<file path="src/rtl/wavetable_reader.sv">
`default_nettype none
// ============================================================================
// Module   : wavetable_reader
// Brief    : Fills a 4K x 20 wavetable RAM from a write stream and plays it back
//            through a phase accumulator. Define WT_INTERP_EN for linear interpolation.
// Revision : 1.0
// ============================================================================
module wavetable_reader #(
    parameter int PHASE_W = 24,
    parameter int DATA_W  = 20
) (
    input  logic               clk,
    input  logic               reset_n,
    input  logic               play_en,
    input  logic               sample_tick,
    input  logic [PHASE_W-1:0] phase_inc,
    input  logic               load_start,
    input  logic               load_valid,
    input  logic [DATA_W-1:0]  load_data,
    output logic               load_ready,
    output logic               load_done,
    output logic               ram_load,
    output logic [11:0]        ram_sel,
    output logic [DATA_W-1:0]  ram_in,
    input  logic [DATA_W-1:0]  ram_out,
    output logic [DATA_W-1:0]  sample_out,
    output logic               sample_valid,
    input  logic               sample_ready,
    output logic               overrun
);

    localparam int         c_ADDR_W    = 12;
    localparam logic [2:0] c_IDLE      = 3'd0;
    localparam logic [2:0] c_LOAD      = 3'd1;
    localparam logic [2:0] c_WAIT_TICK = 3'd2;
    localparam logic [2:0] c_FETCH0    = 3'd3;
    localparam logic [2:0] c_HOLD      = 3'd5;
`ifdef WT_INTERP_EN
    localparam logic [2:0] c_FETCH1    = 3'd4;
    localparam int         c_PROD_W    = DATA_W + 10;
`endif

    logic [2:0]          state_q,   state_d;
    logic [PHASE_W-1:0]  phase_q,   phase_d;
    logic [c_ADDR_W-1:0] wcnt_q,    wcnt_d;
    logic [c_ADDR_W-1:0] rsel_q,    rsel_d;
    logic [DATA_W-1:0]   sample_q,  sample_d;
    logic                overrun_q, overrun_d;
    logic                done_q,    done_d;
    logic                w_in_load;
    logic                w_busy;

`ifdef WT_INTERP_EN
    logic [DATA_W-1:0]          s0_q,   s0_d;
    logic [7:0]                 frac_q, frac_d;
    logic signed [c_PROD_W-1:0] w_diff;
    logic signed [c_PROD_W-1:0] w_frac;
    logic signed [c_PROD_W-1:0] w_prod;
    logic [DATA_W-1:0]          w_step;

    // s1 is read straight off the RAM in FETCH1; the step always lies between s0 and s1
    assign w_diff = $signed({{10{ram_out[DATA_W-1]}}, ram_out}) - $signed({{10{s0_q[DATA_W-1]}}, s0_q});
    assign w_frac = $signed({{(c_PROD_W-8){1'b0}}, frac_q});
    assign w_prod = w_diff * w_frac;
    assign w_step = DATA_W'(w_prod >>> 8);
    assign w_busy = (state_q == c_FETCH0) || (state_q == c_FETCH1) || (state_q == c_HOLD);
`else
    assign w_busy = (state_q == c_FETCH0) || (state_q == c_HOLD);
`endif

    assign w_in_load    = (state_q == c_LOAD);
    assign load_ready   = w_in_load;
    assign ram_load     = w_in_load & load_valid;
    assign ram_sel      = w_in_load ? wcnt_q : rsel_q;
    assign ram_in       = w_in_load ? load_data : '0;
    assign load_done    = done_q;
    assign sample_out   = sample_q;
    assign sample_valid = (state_q == c_HOLD);
    assign overrun      = overrun_q;

    always_comb begin
        state_d   = state_q;
        phase_d   = phase_q;
        wcnt_d    = wcnt_q;
        rsel_d    = rsel_q;
        sample_d  = sample_q;
        done_d    = 1'b0;
        overrun_d = overrun_q | (sample_tick & w_busy);
`ifdef WT_INTERP_EN
        s0_d      = s0_q;
        frac_d    = frac_q;
`endif
        case (state_q)
            c_IDLE: begin
                if (load_start) begin
                    state_d = c_LOAD;
                    wcnt_d  = '0;
                end else if (play_en) begin
                    state_d = c_WAIT_TICK;
                end
            end
            c_LOAD: begin
                if (load_valid) begin
                    wcnt_d = wcnt_q + 1'b1;
                    if (wcnt_q == '1) begin
                        done_d  = 1'b1;
                        state_d = c_IDLE;
                    end
                end
            end
            c_WAIT_TICK: begin
                // A load request wins over a coincident tick, which is dropped
                if (load_start) begin
                    state_d = c_LOAD;
                    wcnt_d  = '0;
                end else if (!play_en) begin
                    state_d = c_IDLE;
                end else if (sample_tick) begin
                    rsel_d  = phase_q[PHASE_W-1 -: c_ADDR_W];
                    phase_d = phase_q + phase_inc;
`ifdef WT_INTERP_EN
                    frac_d  = phase_q[PHASE_W-c_ADDR_W-1 -: 8];
`endif
                    state_d = c_FETCH0;
                end
            end
            c_FETCH0: begin
`ifdef WT_INTERP_EN
                s0_d    = ram_out;
                rsel_d  = rsel_q + 1'b1;
                state_d = c_FETCH1;
`else
                sample_d = ram_out;
                state_d  = c_HOLD;
`endif
            end
`ifdef WT_INTERP_EN
            c_FETCH1: begin
                sample_d = s0_q + w_step;
                state_d  = c_HOLD;
            end
`endif
            c_HOLD: begin
                if (sample_ready) begin
                    state_d = c_WAIT_TICK;
                end
            end
            default: state_d = c_IDLE;
        endcase
    end

    always_ff @(posedge clk) begin
        if (!reset_n) begin
            state_q   <= c_IDLE;
            phase_q   <= '0;
            wcnt_q    <= '0;
            rsel_q    <= '0;
            sample_q  <= '0;
            overrun_q <= 1'b0;
            done_q    <= 1'b0;
`ifdef WT_INTERP_EN
            s0_q      <= '0;
            frac_q    <= '0;
`endif
        end else begin
            state_q   <= state_d;
            phase_q   <= phase_d;
            wcnt_q    <= wcnt_d;
            rsel_q    <= rsel_d;
            sample_q  <= sample_d;
            overrun_q <= overrun_d;
            done_q    <= done_d;
`ifdef WT_INTERP_EN
            s0_q      <= s0_d;
            frac_q    <= frac_d;
`endif
        end
    end

endmodule
`default_nettype wire
</file>
<file path="config.mk">
export PLATFORM = sky130hd
export DESIGN_NAME = wavetable_reader
export DESIGN_NICKNAME = d
export VERILOG_FILES = /design/src/rtl/wavetable_reader.sv
export SDC_FILE = /design/constraint.sdc
export NUM_CORES = 1
export LEC_CHECK = 0
export CAP_MARGIN = 20
export CORE_UTILIZATION = 28
export CTS_CLUSTER_SIZE = 24
export DETAILED_ROUTE_END_ITERATION = 16
export GPL_ROUTABILITY_DRIVEN = 0
export PLACE_DENSITY = 0.59
export SLEW_MARGIN = 10
export SYNTH_ARGS = -nofsm -noshare
export SYNTH_HDL_FRONTEND = slang
export SYNTH_SLANG_ARGS = --single-unit
</file>
<file path="constraint.sdc">
create_clock -name clk -period 2.57 [get_ports clk]
set_clock_uncertainty 0.05 [all_clocks]
set_input_delay 0.3855 -clock clk [delete_from_list [all_inputs] [get_ports clk]]
set_output_delay 0.3855 -clock clk [all_outputs]
set_load 0.02 [all_outputs]
</file>
==> impl_metrics.env <==
export IMPL_status="complete, no violations"
export IMPL_clk_root_buffer_cell="clkbuf_16"
export IMPL_die_h_um=126
export IMPL_die_area_mm2=0.0160
export IMPL_final_setup_viol_count=0
export IMPL_timing_critical_path_required_ps=2790
export IMPL_reg2reg_setup_slack_ps=70
export IMPL_port_buffers=127
export IMPL_dr_first_iter_drc_count=194
export IMPL_hold_path_end="sample_out[8]"
export IMPL_firstDrtPassIters=4
export IMPL_fraction_of_power_spent_switching_nets_pct=26.7
export IMPL_cellPowerDensity_mw_per_mm2=485
export IMPL_clkTransAtPathRegs_ps=60
export IMPL_tritoncts_num_sinks=73
export IMPL_cellInternalPower_mw=2.36
export IMPL_tightestPinTransition_ps=440
export IMPL_synthesis_instances=533
export IMPL_whs_ps=304
export IMPL_stdcell_count=902
export IMPL_vias=4306
export IMPL_globalRouteTotalUtil_pct=15.6
export IMPL_comb_power_share_pct=23.1
export IMPL_critical_path_arrival_ps=2790
export IMPL_ios=128
export IMPL_ctsHtreeMaxLevel=3
export IMPL_core_area_mm2=0.0151
export IMPL_drt_drc_violations_left=0
export IMPL_critical_path_reg2reg_startpoint="phase_q[0]"
export IMPL_timing_critical_path_buf_inv=2
export IMPL_asyncSetResetFlopFracSynth_pct=0
export IMPL_cp_cell_sequence="clkdlybuf4s50_1 > ha_2 > nand4_1 > nor4_2 > a211oi_1 > buf_4 > o31ai_4 > a31oi_2 > or4b_1 > nand3_1"
export IMPL_num_antenna_cells=0
export IMPL_final_core_utilization_pct=43.8
export IMPL_reg2reg_depth=9
export IMPL_dpl_worst_slack_ps=-474
export IMPL_timing_hold_violations_final=0
export IMPL_ys_seq_elements=73
export IMPL_design_final_nets=805
export IMPL_p_leak_nw=2.70
export IMPL_yosysWarnings=0
export IMPL_clk_path_buf_depth=2
export IMPL_max_freq_ghz=0.390
export IMPL_slew_headroom_pct=70.6
export IMPL_dp_cells=884
export IMPL_postSynthNetCount=629
export IMPL_period_needed_ps=2560
export IMPL_mappedNetlistArea_mm2=0.00434
export IMPL_ant_nets=0
export IMPL_cts_hold_buf=0
export IMPL_commonest_cells_after_routing_fill_and_taps_aside="113 x clkdlybuf4s50_1, 108 x nand2_1, 73 x dfxtp_1"
export IMPL_cts_buffers=9
export IMPL_synth_distinct_cells=58
export IMPL_min_delay_path_depth=2
export IMPL_initial_utilization_pct=28.6
export IMPL_max_cap_viol_count=0
export IMPL_die_width_um=126
export IMPL_yosys_most_used_dff="dfxtp_1"
export IMPL_grt_first_pass_wirelength_um=20200
export IMPL_synth_edff_count=0
export IMPL_grt_pass1_vias=4163
export IMPL_maximum_number_of_pins_on_one_net_before_global_route_repair=40
export IMPL_fin_crit_sh_pct=99.7
export IMPL_hp_class="input port to flip-flop"
export IMPL_synthToLayoutAreaGrowth_pct=53.0
export IMPL_detail_route_wirelength_um=12500
export IMPL_grt_remaining_overflow=0
export IMPL_worst_setup_path_end_kind="flip-flop"
export IMPL_timing_critical_path_slowest_stage_cell="or4b_1"
export IMPL_timing_critical_path_from_type="input port"
export IMPL_dpl_hpwl_um=9380
export IMPL_ys_seq_area_share_pct=33.7
export IMPL_most_common_cell_after_layout_fill_and_taps_aside="clkdlybuf4s50_1"
export IMPL_worst_hold_startpoint="reset_n"
export IMPL_std_cell_rows=45
export IMPL_clockPowerShare_pct=40.1
export IMPL_worst_path_dominant_cell_family="simple AND/OR/NAND/NOR gates"
export IMPL_tritoncts="done"
export IMPL_routed_wire_per_std_cell_um=13.9
export IMPL_sequentialPowerShare_pct=36.8
export IMPL_finalMaxSlewViolations=0
export IMPL_drive_gt1_share_pct=17.4
export IMPL_critical_path_peak_fanout=5
export IMPL_worst_ir_drop_vdd_uv=314
export IMPL_syn_area_per_cell_um2=8.14
export IMPL_grt_setup_unrepaired="yes"
export IMPL_grt_antenna_before_repair=0
export IMPL_routed_via_density=4.77
export IMPL_clock_latency_ps=330
export IMPL_cp_slowest_stage_delay_ps=520
export IMPL_switching_power_uw=860
export IMPL_setup_slack_ps=7.97
export IMPL_crit_reg_reg_endpoint="phase_q[22]"
export IMPL_critical_path_class="input port to flip-flop"
## how the worst max path moves through the flow
stage	from	cells after the start	end	slack, ps
2_1_floorplan	phase_inc[0]	9	phase_q[22]	60
3_3_place_gp	phase_inc[0]	10	phase_q[22]	-460
3_5_place_dp	phase_inc[0]	10	phase_q[22]	-470
4_1_cts	phase_inc[0]	10	phase_q[22]	-70
5_1_grt	phase_q[0]	9	phase_q[22]	-60
6_report	phase_inc[10]	10	phase_q[19]	8
## cell families (layout without fill, tap and decap cells)
group	count (synthesis)	after routing	share of synthesized area (%)
DFF	73	73	33.7
buffers and inverters	33	214	3.09
AOI/OAI and AO/OA	131	131	21.5
muxes	14	14	3.58
and+or+nand+nor	230	230	25.3
adders and majority gates	25	25	7.39
xor gates and xnor gates	27	27	5.45
## layout make-up
class	count	area, um^2
Sequential cell	73	1460
Multi-Input combinational cell	427	2840
Inverter	5	18.8
Clock buffer	12	256
Fill cell	1477	8510
Clock inverter	4	51.3
Timing Repair Buffer	193	1770
Tap cell	188	235
## cells in the mapped netlist, drive strengths merged, types with 2 or more instances
master,number,area [um^2]
nand3b,2,15.0
o21ai,30,154
ha,24,300
nor3b,3,22.5
nand4,8,50.1
o31ai,2,28.8
o211a,3,30.0
o21bai,3,22.5
a21o,8,61.3
nor3,2,15.0
and4,3,26.3
inv,5,18.8
a21oi,26,130
nand2,108,405
or3,4,26.3
a31oi,5,52.6
a21boi,34,255
xnor2,10,87.6
mux2i,2,20.0
nand2b,6,37.5
o211ai,2,20.0
nor2,29,109
clkbuf,22,82.6
buf,6,32.5
o21a,2,15.0
xor2,17,149
nor2b,9,56.3
dfxtp,73,1460
mux2,12,135
nand3,16,80.1
a311o,2,20.0
and3,8,51.3
and2,29,181
a211oi,4,30.0
## per-layer routing
layer | vias up | wire [um] | part of all wire (%) | global-route usage, %
met5 | - | 0 | 0 | 0
li1 | 2207 | - | - | -
met3 | 13 | 401 | 3.2 | 1.48
met4 | 0 | 149 | 1.2 | 6.24
met1 | 2013 | 5740 | 46 | 19.6
met2 | 73 | 6210 | 50 | 27.4
## power by group through the flow
stage | clock network [mW] | logic (mW) | registers (mW)
2_1_floorplan | 0 | 0.355 | 1.22
3_3_place_gp | 0 | 0.720 | 1.21
6_report | 1.29 | 0.744 | 1.18
3_5_place_dp | 0 | 0.731 | 1.21
5_1_grt | 1.37 | 0.806 | 1.19
4_1_cts | 1.32 | 0.736 | 1.18
## metrics by stage
step	setup TNS [ps]	power [mW]	area (um^2)
2_1_floorplan	0	1.58	4340
3_3_place_gp	-4140	1.93	6220
3_5_place_dp	-4530	1.94	6220
4_1_cts	-74.9	3.24	6520
5_1_grt	-123	3.36	6640
6_report	0	3.22	6640
## repair_timing
| item | CTS | global route |
|---|---|---|
| setup endpoints to repair | 17 | 11 |
| setup buffers | 0 | 2 |
| pin swaps | 1 | 13 |
| resized for setup | 13 | 20 |
## state kept, by name, summed over array words and instances, names as in the netlist
signal      flops
phase_q        24
sample_out     20
rsel_q         12
wcnt_q         12
state_q         3
load_done       1
overrun         1
## worst reg2reg max path: cells and delay by family (launching register included)
| kind | cells | cell delay (ps) |
|---|---|---|
| AO/OA/AOI/OAI | 7 | 1480 |
| adder cells (fa/ha/maj) | 2 | 600 |
| flip-flops | 1 | 320 |
Power figures use the tool's default switching activity.
